===== config.mk =====
export PLATFORM = sky130hd
export DESIGN_NAME = pipe_word_serializer
export DESIGN_NICKNAME = d
export VERILOG_FILES = /design/src/rtl/pipe_word_serializer.sv
export SDC_FILE = /design/constraint.sdc
export NUM_CORES = 1
export LEC_CHECK = 0
export CORE_ASPECT_RATIO = 0.7
export CORE_UTILIZATION = 43
export CTS_CLUSTER_DIAMETER = 80
export CTS_CLUSTER_SIZE = 12
export DETAILED_ROUTE_END_ITERATION = 7
export GPL_TIMING_DRIVEN = 0
export MAX_ROUTING_LAYER = met4
export PLACE_DENSITY = 0.83
export SLEW_MARGIN = 25
export SYNTH_ARGS = -nofsm -noshare
export SYNTH_HDL_FRONTEND = slang
export SYNTH_SLANG_ARGS = --single-unit
export TNS_END_PERCENT = 50

===== constraint.sdc =====
create_clock -name CLK -period 9.9 [get_ports CLK]
set_input_delay 1.98 -clock CLK [delete_from_list [all_inputs] [get_ports CLK]]
set_output_delay 1.98 -clock CLK [all_outputs]
set_load 0.01 [all_outputs]

===== src/rtl/pipe_word_serializer.sv =====
// pipe_word_serializer
//   Takes one 144-bit message (16-bit header + 128-bit payload) from an
//   upstream pipe and emits it to a word sink as 32-bit words. The header
//   word comes first, then the payload words low word first. The payload
//   length comes from the header and is clamped to MAX_WORDS.
//
// Ports
//   CLK            clock; all state changes on the rising edge
//   RST            synchronous active-high reset
//   pipe_enq__ENA  upstream delivers a message this cycle (only while RDY)
//   pipe_enq_v     message: [143:128] header, [127:0] payload
//   pipe_enq__RDY  block is idle and can accept a message
//   out_enq__ENA   a word transfers to the sink this cycle
//   out_enq_v      word data
//   out_enq_last   current word is the final word of its message
//   out_enq__RDY   sink can take a word this cycle
//   msg_count      number of fully emitted messages (wraps)
//   len_err        sticky: some header length exceeded MAX_WORDS
module pipe_word_serializer #(
   parameter int MAX_WORDS = 4
) (
   input  logic         CLK,
   input  logic         RST,
   input  logic         pipe_enq__ENA,
   input  logic [143:0] pipe_enq_v,
   output logic         pipe_enq__RDY,
   output logic         out_enq__ENA,
   output logic [31:0]  out_enq_v,
   output logic         out_enq_last,
   input  logic         out_enq__RDY,
   output logic [15:0]  msg_count,
   output logic         len_err
);

   localparam logic [7:0] MAXW = 8'(MAX_WORDS);

   typedef enum logic [1:0] {IDLE, HDR, DATA} state_t;

   state_t        state;
   logic [143:0]  hold;
   logic [1:0]    idx;

   logic [15:0]   hdr;
   logic [127:0]  payload;
   logic [7:0]    len;
   logic [7:0]    clamp;

   assign hdr     = hold[143:128];
   assign payload = hold[127:0];
   assign len     = hdr[7:0];
   assign clamp   = (len > MAXW) ? MAXW : len;

   assign pipe_enq__RDY = (state == IDLE);
   assign out_enq__ENA  = (state != IDLE) && out_enq__RDY;

   // Word and last flag are pure functions of the registered state, so they
   // stay stable for as long as the sink stalls.
   always_comb begin
      out_enq_v    = 32'h0;
      out_enq_last = 1'b0;
      case (state)
         HDR: begin
            out_enq_v    = {16'h0000, hdr[15:8], clamp};
            out_enq_last = (clamp == 8'd0);
         end
         DATA: begin
            out_enq_v    = payload[{idx, 5'b0} +: 32];
            out_enq_last = ({6'b0, idx} == (clamp - 8'd1));
         end
         default: ;
      endcase
   end

   always_ff @(posedge CLK) begin
      if (RST) begin
         state     <= IDLE;
         idx       <= 2'd0;
         msg_count <= 16'd0;
         len_err   <= 1'b0;
      end else begin
         case (state)
            IDLE: begin
               if (pipe_enq__ENA) begin
                  hold  <= pipe_enq_v;
                  state <= HDR;
               end
            end
            HDR: begin
               if (out_enq__RDY) begin
                  if (len > MAXW) len_err <= 1'b1;
                  if (clamp == 8'd0) begin
                     state     <= IDLE;
                     msg_count <= msg_count + 16'd1;
                  end else begin
                     state <= DATA;
                     idx   <= 2'd0;
                  end
               end
            end
            DATA: begin
               if (out_enq__RDY) begin
                  if (out_enq_last) begin
                     state     <= IDLE;
                     msg_count <= msg_count + 16'd1;
                  end else begin
                     idx <= idx + 2'd1;
                  end
               end
            end
            default: state <= IDLE;
         endcase
      end
   end

endmodule


Yosys cells after proc, flatten, opt, wreduce, memory -nomap -nowiden --
Cells that the tools add are included.
Word-level totals: register bits after elaboration 165, input port bits 148, output and inout port bits 52, word-level logic and storage cells 50
Cells by class: add/sub/neg operators 3, order comparisons 1, equality and inequality tests 10, shift operators 1, mux-type cells 19, bitwise gates (word level) 1, reductions and logical operators 10
Operator list (count):
- variable part select 128 x 8 -> 32 bit | 1
- 2-to-1 mux 16 bit | 4
- one-hot mux 32 bit (2 select lines) | 1
- one-hot mux 16 bit (2 select lines) | 1
- 2-to-1 mux 2 bit | 9
- adder 16 x 1 -> 16 bit, second input constant | 1
- inequality test 2 bit, second input constant | 7
- AND reduction 5 bit | 2
- equality test 2 x 8 -> 1 bit | 1
- greater-than comparator 8 x 3 -> 1 bit, second input constant | 1
- logical NOT 8 bit | 1
- 2-to-1 mux 8 bit | 1
- subtractor 8 x 1 -> 8 bit, second input constant | 1
- one-hot mux 2 bit (3 select lines) | 1
- AND reduction 3 bit | 2
- one-hot mux 2 bit (2 select lines) | 1
- AND reduction 4 bit | 1
- nonzero test 2 bit | 2
- adder 2 x 1 -> 2 bit, second input constant | 1
- equality test 2 x 1 -> 1 bit, second input constant | 1
- equality test 2 bit, second input constant | 1
- logical NOT 2 bit | 1
- one-hot mux 1 bit (2 select lines) | 1
- logical AND 1 bit | 1
- inverter 1 bit | 1

Longest topological paths before layout --
depth in word-level cells 8, mapped depth 12, gate-level depth less buffers 11

Worst setup path before layout --
OpenSTA, ideal clock, no wires.
path kind input to register, from in RST, to reg hold[0], enable pin, library setup time 0.522 ns, data arrival time 5.849 ns, required time 9.378 ns, slack 3.529 ns, cell stages on the path 4, buffers on the path 2, cell sequence clkbuf_1 inv_1 clkbuf_1 and3_1
On the way: longest elaborated chain between the ends 2
RTL lines:
- start: declaration | line 23 | input logic RST,
- inverter 1 bit (no source line)
- AND reduction 3 bit (no source line)
- end signal: assignment | line 84 | hold <= pipe_enq_v;
- end: declaration | line 40 | logic [143:0] hold;
Every way passes these cells. A chain may end at the register's enable or synchronous reset.

Final worst setup path --
from reg hold[132], to out out_enq_last
On the way: longest elaborated chain between the ends 5, elaborated cells between the ends (all ways) 6, classes of those cells add/sub: 1; order compare: 1; eq/ne: 1; mux: 2; reduce/logical: 1
RTL lines:
- greater-than comparator 8 x 3 -> 1 bit | line 51 | assign clamp = (len > MAXW) ? MAXW : len;
- 2-to-1 mux 8 bit (*) | line 51
- subtractor 8 x 1 -> 8 bit | line 68 | out_enq_last = ({6'b0, idx} == (clamp - 8'd1));
- equality test 2 x 8 -> 1 bit | line 68
- one-hot mux 1 bit (2 select lines) (*) | line 61 | case (state)
- end: declaration | line 29 | output logic out_enq_last,
Mark *: on every way between the ends. The rest lies on a longest branch, timed or not.

==> impl_metrics.env <==
export IMPL_status="completed"
export IMPL_grt_pass1_wl_mm=24.3
export IMPL_drv_cap=0
export IMPL_wl_per_cell_um=20.2
export IMPL_synth_area_mm2=0.00671
export IMPL_arrival_ps=3810
export IMPL_num_antenna_cells=0
export IMPL_slew_headroom_pct=50.8
export IMPL_setup_viol=0
export IMPL_async_flop_share_pct=0
export IMPL_rsz0062_at_grt="no"
export IMPL_fmax_mhz=173
export IMPL_cts_root_buf="clkbuf_16"
export IMPL_skew_ps=9.78
export IMPL_drc=0
export IMPL_hold_buffers=0
export IMPL_cts_buffer_depth=2
export IMPL_hold_start="len_err"
export IMPL_ir_drop_mv=0.0923
export IMPL_fillers=1039
export IMPL_wirelength_mm=16.5
export IMPL_p_switching_mw=0.370
export IMPL_portBuffers=197
export IMPL_r2r_start="hold[132]"
export IMPL_instances_no_fill=817
export IMPL_dp_cells=785
export IMPL_drt_iter0_drc=275
export IMPL_start_util_pct=44.9
export IMPL_antenna_found_initial=0
export IMPL_ioPinCount=200
export IMPL_hold_end="len_err"
export IMPL_worstMarginPinSlew_ps=738
export IMPL_cp_start_kind="flop"
export IMPL_hold_violations=0
export IMPL_clk_pin_slew_ps=70
export IMPL_period_share_pct=58.5
export IMPL_fin_crit_ps=5790
export IMPL_stdcell_area_mm2=0.00958
export IMPL_placementRows=37
export IMPL_ys_ff_latch=165
export IMPL_die_w_um=151
export IMPL_layout_common_cells="clkdlybuf4s50_1, edfxtp_1, mux4_2"
export IMPL_ys_types=50
export IMPL_reg2reg_depth=12
export IMPL_p_total_mw=1.65
export IMPL_synth_ff_type="edfxtp_1"
export IMPL_syn_inst=391
export IMPL_p_comb_share_pct=9.6
export IMPL_p_clk_share_pct=40.7
export IMPL_final_seq_area_mm2=0.00474
export IMPL_p_per_area_mw_per_mm2=172
export IMPL_min_path_cells=2
export IMPL_syn_nets=545
export IMPL_ys_seq_area_share_pct=70.7
export IMPL_yosys_warnings=0
export IMPL_track_usage_pct=21.3
export IMPL_gp_congestion=0.875
export IMPL_drive_above_1_share_pct=13.2
export IMPL_final_common_cell="clkdlybuf4s50_1"
export IMPL_grt_pass1_vias=4561
export IMPL_multi_input_area_mm2=0.00185
export IMPL_r2r_end="msg_count[13]"
export IMPL_cts_tree="done"
export IMPL_swShare_pct=22.5
export IMPL_cp_required_ps=7920
export IMPL_placed_area_mm2=0.00898
export IMPL_dieHeight_um=107
export IMPL_fin_setup_tns_ps=0
export IMPL_worstSetupEndpointType="output pin"
export IMPL_p_leak_nw=3.12
export IMPL_p_int_mw=1.28
export IMPL_antenna_left=0
export IMPL_sequentialPowerShare_pct=49.7
export IMPL_vias_per_cell=5.44
export IMPL_grt_max_degree=61
export IMPL_post_cts_setup_buffers=0
export IMPL_dr_pass1_iters=5
export IMPL_vias=4448
export IMPL_h_tree_depth=4
export IMPL_overflow=0
export IMPL_drv_slew=0
export IMPL_insertion_delay_ps=430
export IMPL_cts_resized_gates=0
export IMPL_cts_buffers_inserted=17
export IMPL_area_delta_synth_final_pct=42.8
export IMPL_r2r_setup_slack_ps=6270
export IMPL_crit_type="reg -> out"
export IMPL_die_area_mm2=0.0161
export IMPL_cts_sinks=165
export IMPL_crit_path_max_fanout=7
export IMPL_core_mm2=0.0150
export IMPL_hp_class="reg -> reg"
export IMPL_synth_enable_flop_cells=144
export IMPL_syn_area_per_cell_um2=17.2
export IMPL_nets=763
export IMPL_hpwlAfterDp_mm=11.4
-- critical path, cell delays in order (launching register included) --
cell             delay (ps)
edfxtp_1                430
nor3_4                  370
nand2_1                 100
nor3_1                  410
nand2_1                 160
ha_1                    350
xor2_2                  160
nand4_1                 200
a22oi_4                 320
nand2_1                 120
a21oi_1                 210
clkdlybuf4s50_1         560
-- kinds of logic (layout without fill, tap and decap cells) --
| logic type | after synthesis | after routing | synth area share, % |
|---|---|---|---|
| AOI/OAI and AO/OA | 60 | 60 | 6.64 |
| xor gates and xnor gates | 3 | 3 | 0.504 |
| adders and majority gates | 6 | 6 | 1.12 |
| buffers and inverters | 28 | 259 | 1.85 |
| DFF | 165 | 165 | 70.7 |
| muxes | 34 | 34 | 11.1 |
| and+or+nand+nor | 95 | 95 | 8.11 |
-- flip-flops by register name, indices dropped and copies added (netlist names) --
name and flops:
hold 144, idx 2, len_err 1, msg_count 16
state 2
-- how the worst max path moves through the flow --
stage,from,endpoint,slack [ps],cells past startpoint
final,hold[132],out_enq_last,4110,11
after global routing,hold[132],out_enq_last,3920,11
after CTS,hold[132],out_enq_last,4110,11
after detailed placement,out_enq__RDY,out_enq__ENA,4630,4
after global placement,RST,hold[125],2220,4
after floorplan,RST,hold[0],3530,4
-- Yosys cell counts (2+ instances only) --
library cell	number	area (µm²)
edfxtp_1	144	4320
buf_6	2	22.5
nand2_1	18	67.6
nand3_1	5	25.0
clkbuf_1	14	52.6
inv_1	8	30.0
nand4_1	6	37.5
dfxtp_1	21	420
a31oi_1	2	12.5
and3_1	3	18.8
a21oi_2	2	17.5
or3_1	4	25.0
mux4_2	32	721
a32o_1	3	30.0
a21oi_1	13	65.1
ha_1	6	75.1
a22o_1	8	70.1
o21ai_0	8	40.0
and2_1	23	144
nor2_1	12	45.0
o31ai_1	7	52.6
or4_1	9	67.6
nor3_1	5	25.0
o21a_1	2	15.0
o211ai_1	5	37.5
nor3_4	2	32.5
nor2b_1	2	12.5
buf_2	3	15.0
-- stage by stage --
step / hold WS (ps) / worst slack (ps) / utilization [%]
2_1_floorplan: 479 / 3530 / -
5_1_grt: 541 / 3920 / 64.1
6_report: 506 / 4110 / 64.1
4_1_cts: 501 / 4110 / 64.1
3_5_place_dp: 480 / 4630 / 60.1
3_3_place_gp: 479 / 2220 / 59.7
-- power groups by stage --
stage / Sequential, mW / Clock [mW] / Combinational, mW
5_1_grt: 0.821 / 0.704 / 0.169
2_1_floorplan: 0.836 / 0 / 0.0609
3_5_place_dp: 0.833 / 0 / 0.157
3_3_place_gp: 0.840 / 0 / 0.146
4_1_cts: 0.818 / 0.680 / 0.159
6_report: 0.818 / 0.670 / 0.158
-- final cells by class --
cell class	instances	share of cell area [%]
Sequential cell	165	49.5
Timing Repair Buffer	199	21.2
Multi-Input combinational cell	198	19.3
Clock buffer	18	4.48
Tap cell	195	2.55
Clock inverter	14	1.71
Buffer	20	0.980
Inverter	8	0.314
-- layer usage --
metal | vias to the layer above | part of all wire, % | global-route usage (%)
met3 | 22 | 9.3 | 7.47
met4 | 0 | 1.7 | 7.14
met1 | 2177 | 41 | 25.5
li1 | 2015 | - | -
met5 | - | 0 | -
met2 | 234 | 48 | 33.7
Power figures use the tool's default switching activity.
